===== src/rtl/pwm_cfg_pkg.sv =====
// Shared definitions for the PWM configuration path: register map, SPI frame
// layout and controller state encoding.
package pwm_cfg_pkg;

  localparam logic [6:0] ADDR_EN_OUT          = 7'h00;
  localparam logic [6:0] ADDR_EN_PWM_OUT      = 7'h01;
  localparam logic [6:0] ADDR_OUT_3_0_CH      = 7'h02;
  localparam logic [6:0] ADDR_OUT_7_4_CH      = 7'h03;
  localparam logic [6:0] ADDR_G0_CH0_DUTY     = 7'h04;
  localparam logic [6:0] ADDR_G0_CH1_DUTY     = 7'h05;
  localparam logic [6:0] ADDR_G1_CH0_DUTY     = 7'h06;
  localparam logic [6:0] ADDR_G1_CH1_DUTY     = 7'h07;
  localparam logic [6:0] ADDR_PWM_FREQ_DIV    = 7'h08;

  localparam int   NUM_REGS       = 9;
  localparam int   SPI_FRAME_BITS = 16;
  localparam logic SPI_RW_WRITE   = 1'b1;

  typedef enum logic [1:0] {
    IDLE,
    SHIFT,
    COMMIT
  } state_e;

endpackage


===== src/rtl/spi_sync_edge.sv =====
// Multi-flop synchroniser for one asynchronous pin plus a history flop for
// edge detection; level/rise/fall are valid STAGES clk edges after the pin.
module spi_sync_edge #(
  parameter int   STAGES  = 2,
  parameter logic RST_VAL = 1'b0
) (
  input  logic clk,
  input  logic rst_n,
  input  logic async_i,
  output logic sync_o,
  output logic rise_o,
  output logic fall_o
);

  logic [STAGES-1:0] sync_q;
  logic              hist_q;

  always_ff @(posedge clk or negedge rst_n) begin
    if (!rst_n) begin
      sync_q <= {STAGES{RST_VAL}};
      hist_q <= RST_VAL;
    end else begin
      sync_q <= {sync_q[STAGES-2:0], async_i};
      hist_q <= sync_q[STAGES-1];
    end
  end

  assign sync_o = sync_q[STAGES-1];
  assign rise_o = sync_q[STAGES-1] & ~hist_q;
  assign fall_o = ~sync_q[STAGES-1] & hist_q;

endmodule


===== src/rtl/spi_config_controller.sv =====
// SPI-slave (mode 0, write-only) that programs the nine pwm_peripheral config
// registers; a frame commits SYNC_STAGES+2 clk edges after the ncs pin rises.
module spi_config_controller #(
  parameter int SYNC_STAGES = 2,
  parameter int NUM_REGS    = 9
) (
  input  logic       clk,
  input  logic       rst_n,
  input  logic       spi_sclk,
  input  logic       spi_copi,
  input  logic       spi_ncs,
  output logic [7:0] reg_en_out,
  output logic [7:0] reg_en_pwm_out,
  output logic [7:0] reg_out_3_0_pwm_gen_channel,
  output logic [7:0] reg_out_7_4_pwm_gen_channel,
  output logic [7:0] reg_pwm_gen_0_ch_0_duty_cycle,
  output logic [7:0] reg_pwm_gen_0_ch_1_duty_cycle,
  output logic [7:0] reg_pwm_gen_1_ch_0_duty_cycle,
  output logic [7:0] reg_pwm_gen_1_ch_1_duty_cycle,
  output logic [7:0] reg_pwm_gen_1_0_frequency_divider,
  output logic       cfg_update,
  output logic [6:0] cfg_addr
);
  import pwm_cfg_pkg::*;

  localparam int         NUM_OUT_REGS = 9;
  localparam logic [4:0] FRAME_CNT    = 5'(SPI_FRAME_BITS);
  localparam logic [7:0] ADDR_LIMIT   = 8'(NUM_REGS);

  logic sclk_lvl, sclk_rise, sclk_fall;
  logic ncs_lvl, ncs_rise, ncs_fall;
  logic copi_lvl, copi_rise, copi_fall;
  logic unused_sync;

  spi_sync_edge #(.STAGES(SYNC_STAGES), .RST_VAL(1'b0)) u_sync_sclk (
    .clk(clk), .rst_n(rst_n), .async_i(spi_sclk),
    .sync_o(sclk_lvl), .rise_o(sclk_rise), .fall_o(sclk_fall)
  );

  spi_sync_edge #(.STAGES(SYNC_STAGES), .RST_VAL(1'b1)) u_sync_ncs (
    .clk(clk), .rst_n(rst_n), .async_i(spi_ncs),
    .sync_o(ncs_lvl), .rise_o(ncs_rise), .fall_o(ncs_fall)
  );

  // Same depth as sclk so data and clock arrive with no relative skew.
  spi_sync_edge #(.STAGES(SYNC_STAGES), .RST_VAL(1'b0)) u_sync_copi (
    .clk(clk), .rst_n(rst_n), .async_i(spi_copi),
    .sync_o(copi_lvl), .rise_o(copi_rise), .fall_o(copi_fall)
  );

  assign unused_sync = ^{sclk_lvl, sclk_fall, copi_rise, copi_fall};

  state_e      state_q;
  logic [4:0]  cnt_q;
  logic [15:0] shift_q;
  logic        ovf_q;
  logic [7:0]  regs_q [NUM_OUT_REGS];
  logic        commit_ok;

  assign commit_ok = (cnt_q == FRAME_CNT) && !ovf_q &&
                     (shift_q[15] == SPI_RW_WRITE) &&
                     ({1'b0, shift_q[14:8]} < ADDR_LIMIT);

  always_ff @(posedge clk or negedge rst_n) begin
    if (!rst_n) begin
      state_q    <= IDLE;
      cnt_q      <= '0;
      shift_q    <= '0;
      ovf_q      <= 1'b0;
      cfg_update <= 1'b0;
      cfg_addr   <= '0;
      for (int i = 0; i < NUM_OUT_REGS; i++) regs_q[i] <= '0;
    end else begin
      cfg_update <= 1'b0;
      case (state_q)
        IDLE: begin
          if (ncs_fall) begin
            cnt_q   <= '0;
            shift_q <= '0;
            ovf_q   <= 1'b0;
            state_q <= SHIFT;
          end
        end
        SHIFT: begin
          // ncs rise takes priority over a coincident sclk edge.
          if (ncs_rise) begin
            state_q <= COMMIT;
          end else if (ncs_fall) begin
            cnt_q   <= '0;
            shift_q <= '0;
            ovf_q   <= 1'b0;
          end else if (sclk_rise && !ncs_lvl) begin
            shift_q <= {shift_q[14:0], copi_lvl};
            if (cnt_q == FRAME_CNT) ovf_q <= 1'b1;
            else                    cnt_q <= cnt_q + 5'd1;
          end
        end
        COMMIT: begin
          if (commit_ok) begin
            for (int i = 0; i < NUM_OUT_REGS; i++) begin
              if (shift_q[14:8] == 7'(i)) regs_q[i] <= shift_q[7:0];
            end
            cfg_addr   <= shift_q[14:8];
            cfg_update <= 1'b1;
          end
          state_q <= IDLE;
        end
        default: state_q <= IDLE;
      endcase
    end
  end

  assign reg_en_out                        = regs_q[0];
  assign reg_en_pwm_out                    = regs_q[1];
  assign reg_out_3_0_pwm_gen_channel       = regs_q[2];
  assign reg_out_7_4_pwm_gen_channel       = regs_q[3];
  assign reg_pwm_gen_0_ch_0_duty_cycle     = regs_q[4];
  assign reg_pwm_gen_0_ch_1_duty_cycle     = regs_q[5];
  assign reg_pwm_gen_1_ch_0_duty_cycle     = regs_q[6];
  assign reg_pwm_gen_1_ch_1_duty_cycle     = regs_q[7];
  assign reg_pwm_gen_1_0_frequency_divider = regs_q[8];

endmodule


===== config.mk =====
export PLATFORM = sky130hd
export DESIGN_NAME = spi_config_controller
export DESIGN_NICKNAME = d
export VERILOG_FILES = /design/src/rtl/pwm_cfg_pkg.sv /design/src/rtl/spi_sync_edge.sv /design/src/rtl/spi_config_controller.sv
export SDC_FILE = /design/constraint.sdc
export NUM_CORES = 1
export LEC_CHECK = 0
export BUFFER_PORTS_ARGS = -buffer_cell sky130_fd_sc_hd__buf_2
export CAP_MARGIN = 0
export CORE_MARGIN = 2
export CORE_UTILIZATION = 40
export DETAILED_ROUTE_END_ITERATION = 10
export GPL_ROUTABILITY_DRIVEN = 0
export PLACE_DENSITY_LB_ADDON = 0.08
export SYNTH_ARGS = -nofsm -noshare
export SYNTH_HDL_FRONTEND = slang
export SYNTH_HIERARCHICAL = 1
export SYNTH_SLANG_ARGS = --single-unit

===== constraint.sdc =====
create_clock -name clk -period 2.4 [get_ports clk]
set_input_delay 0.12 -clock clk [delete_from_list [all_inputs] [get_ports clk]]
set_output_delay 0.12 -clock clk [all_outputs]
set_load 0.02 [all_outputs]

==> results.toml <==
[yosys]
syn_area_um2 = 5060
synthCells = 326
yosysWarnings = 6
synth_fp_nets = 333
synth.avg_cell_area_um2 = 15.5

[place]
port_buffers = 84
place_hpwl_mm = 6.78
dp_cells = 570
postPlaceCellArea_um2 = 5630

[floorplanning]
die_h_um = 117
core_um2 = 12500
die_area_um2 = 13600
initial_utilization_pct = 40.6
num_rows = 41
die_x_um = 117
io_pins = 85

[routing]
drtIter0Drc = 109
first_pass_iters = 4
via_per_inst = 4.79
vias = 2825
drcViolationCount = 0
postRouteAntennaNets = 0
wl_per_cell_um = 17.6
totalWireLength_mm = 10.4

[grt]
grt_pass1_vias = 2863
grt.total_usage_pct = 16.5
grt_pass1_wl_mm = 16.6
grt_overflow_total = 0
antenna_found_initial = 0
grt_max_degree = 56

[critical_path]
endpoint_kind = "flop"
required_ns = 2.64
critPathArrivalTime_ns = 2.13
critPathKind = "flop to flop"
cp-start-kind = "flop"
cp_max_fo = 14

[sta]
fin_tns_setup_ns = 0
worst_pin_slew_ns = 0.689
finalHoldViolCount = 0
rsz0062_at_grt = "false"
setup_viol = 0
fin_skew_ns = 0.00971
timing.final.crit_share_pct = 78.7
fmax_mhz = 529
slew_headroom_pct = 54.0
drv_slew = 0
min_period_ns = 1.89

[layout]
final_nets = 420
antenna_cells = 0
fin_util_pct = 47.7
area_delta_synth_final_pct = 17.4
fin_cells = 590
final_cell_area_um2 = 5950
n_fill_cell = 1137
drive_above_1_share_pct = 47.8

[power_and_ir_drop]
power.leakage_nw = 3.23
ir_drop_mv = 0.384
finalPower_w = 0.00366
power_density_nw_per_um2 = 615

[clock_tree]
clkLatencyLatePin_ns = 0.35
cts_buffer_depth = 2
cts_tree = "yes"
cts-root-buf = "clkbuf_16"
cts.sinks = 112
ctsHtreeMaxLevel = 3
clk_pin_slew_ns = 0.07
cts_made_buffers = 9

[worst_hold_path]
worstHoldPathType = "input port to async pin"

[flow_run]
drv_cap = 0

[outcome]
status = "complete, no violations"
==> power by group <==
part,internal (W),total (W),switching [W]
clock network,0.000736,0.00141,0.000670
logic,0.0000843,0.000261,0.000177
registers,0.00192,0.00199,0.0000722
total,0.00274,0.00366,0.000920
==> worst max-delay path, stage by stage (launching register included) <==
cell and delay [ns]:
dfrtp_1 0.40, inv_1 0.09, ha_1 0.14, and4bb_1 0.18
buf_4 0.30, nand4_4 0.28, mux2_4 0.37
==> area by class of cell <==
class / count / area (um2) / share of cell area (%)
inverter: 19 / 71.3 / 1.20
timing repair buffer: 96 / 536 / 9.00
sequential: 112 / 2810 / 47.2
multi-input combinational: 175 / 2040 / 34.4
clock buffer: 12 / 246 / 4.14
clock inverter: 4 / 28.8 / 0.484
tap: 172 / 215 / 3.62
==> per-layer routing <==
| metal | global-route usage [%] | part of all wire, % | vias to the layer above |
|---|---|---|---|
| met2 | 24.0 | 45 | 55 |
| li1 | - | - | 1317 |
| met1 | 23.9 | 50 | 1446 |
| met4 | 5.48 | 0.74 | 0 |
| met3 | 4.72 | 3.8 | 7 |
| met5 | 0 | 0 | - |
==> cell usage in the layout, fill, tap and decap left out, drive strengths merged, types with 5 or more instances in the layout <==
master,n
and4bb,5
buf,92
clkbuf,12
dfrtp,109
inv,20
mux2,74
mux2i,20
nand2,20
nand4,9
==> final timing paths <==
path,start,end,slack (ns),cells past startpoint
max reg2reg,cnt_q[0],reg_en_out[6],0.51,6
min,rst_n,reg_en_out[5],0.24,2
max,cnt_q[0],reg_en_out[6],0.51,6
max in group asynchronous,rst_n,reg_pwm_gen_1_ch_0_duty_cycle[2],1.42,3
min in group clk,u_sync_copi/sync_q[0],u_sync_copi/sync_q[1],0.35,0
min reg2reg,u_sync_copi/sync_q[0],u_sync_copi/sync_q[1],0.35,0
==> stage by stage <==
stage,hold slack (ns),setup slack (ns)
CTS,0.236,0.470
detailed placement,0.0832,0.473
global route,0.277,0.350
finish,0.239,0.511
floorplan,-0.176,0.602
global placement,0.0847,0.516
==> sequential cells by signal, indices dropped and copies added, names as in the netlist, 5 cells and up <==
register                           cells
cfg_addr                               7
reg_en_out                             8
reg_out_7_4_pwm_gen_channel            8
cnt_q                                  5
reg_en_pwm_out                         8
reg_pwm_gen_1_ch_0_duty_cycle          8
reg_pwm_gen_0_ch_0_duty_cycle          8
reg_pwm_gen_1_ch_1_duty_cycle          8
reg_out_3_0_pwm_gen_channel            8
shift_q                               16
reg_pwm_gen_0_ch_1_duty_cycle          8
reg_pwm_gen_1_0_frequency_divider      8
==> timing repair <==
| item | in CTS | in global routing |
|---|---|---|
| gates resized for setup | 0 | 0 |
| hold endpoints to repair | 32 | 0 |
| hold buffers | 4 | 0 |
| setup buffers | 0 | 0 |
(Power assumes the default switching activity.)
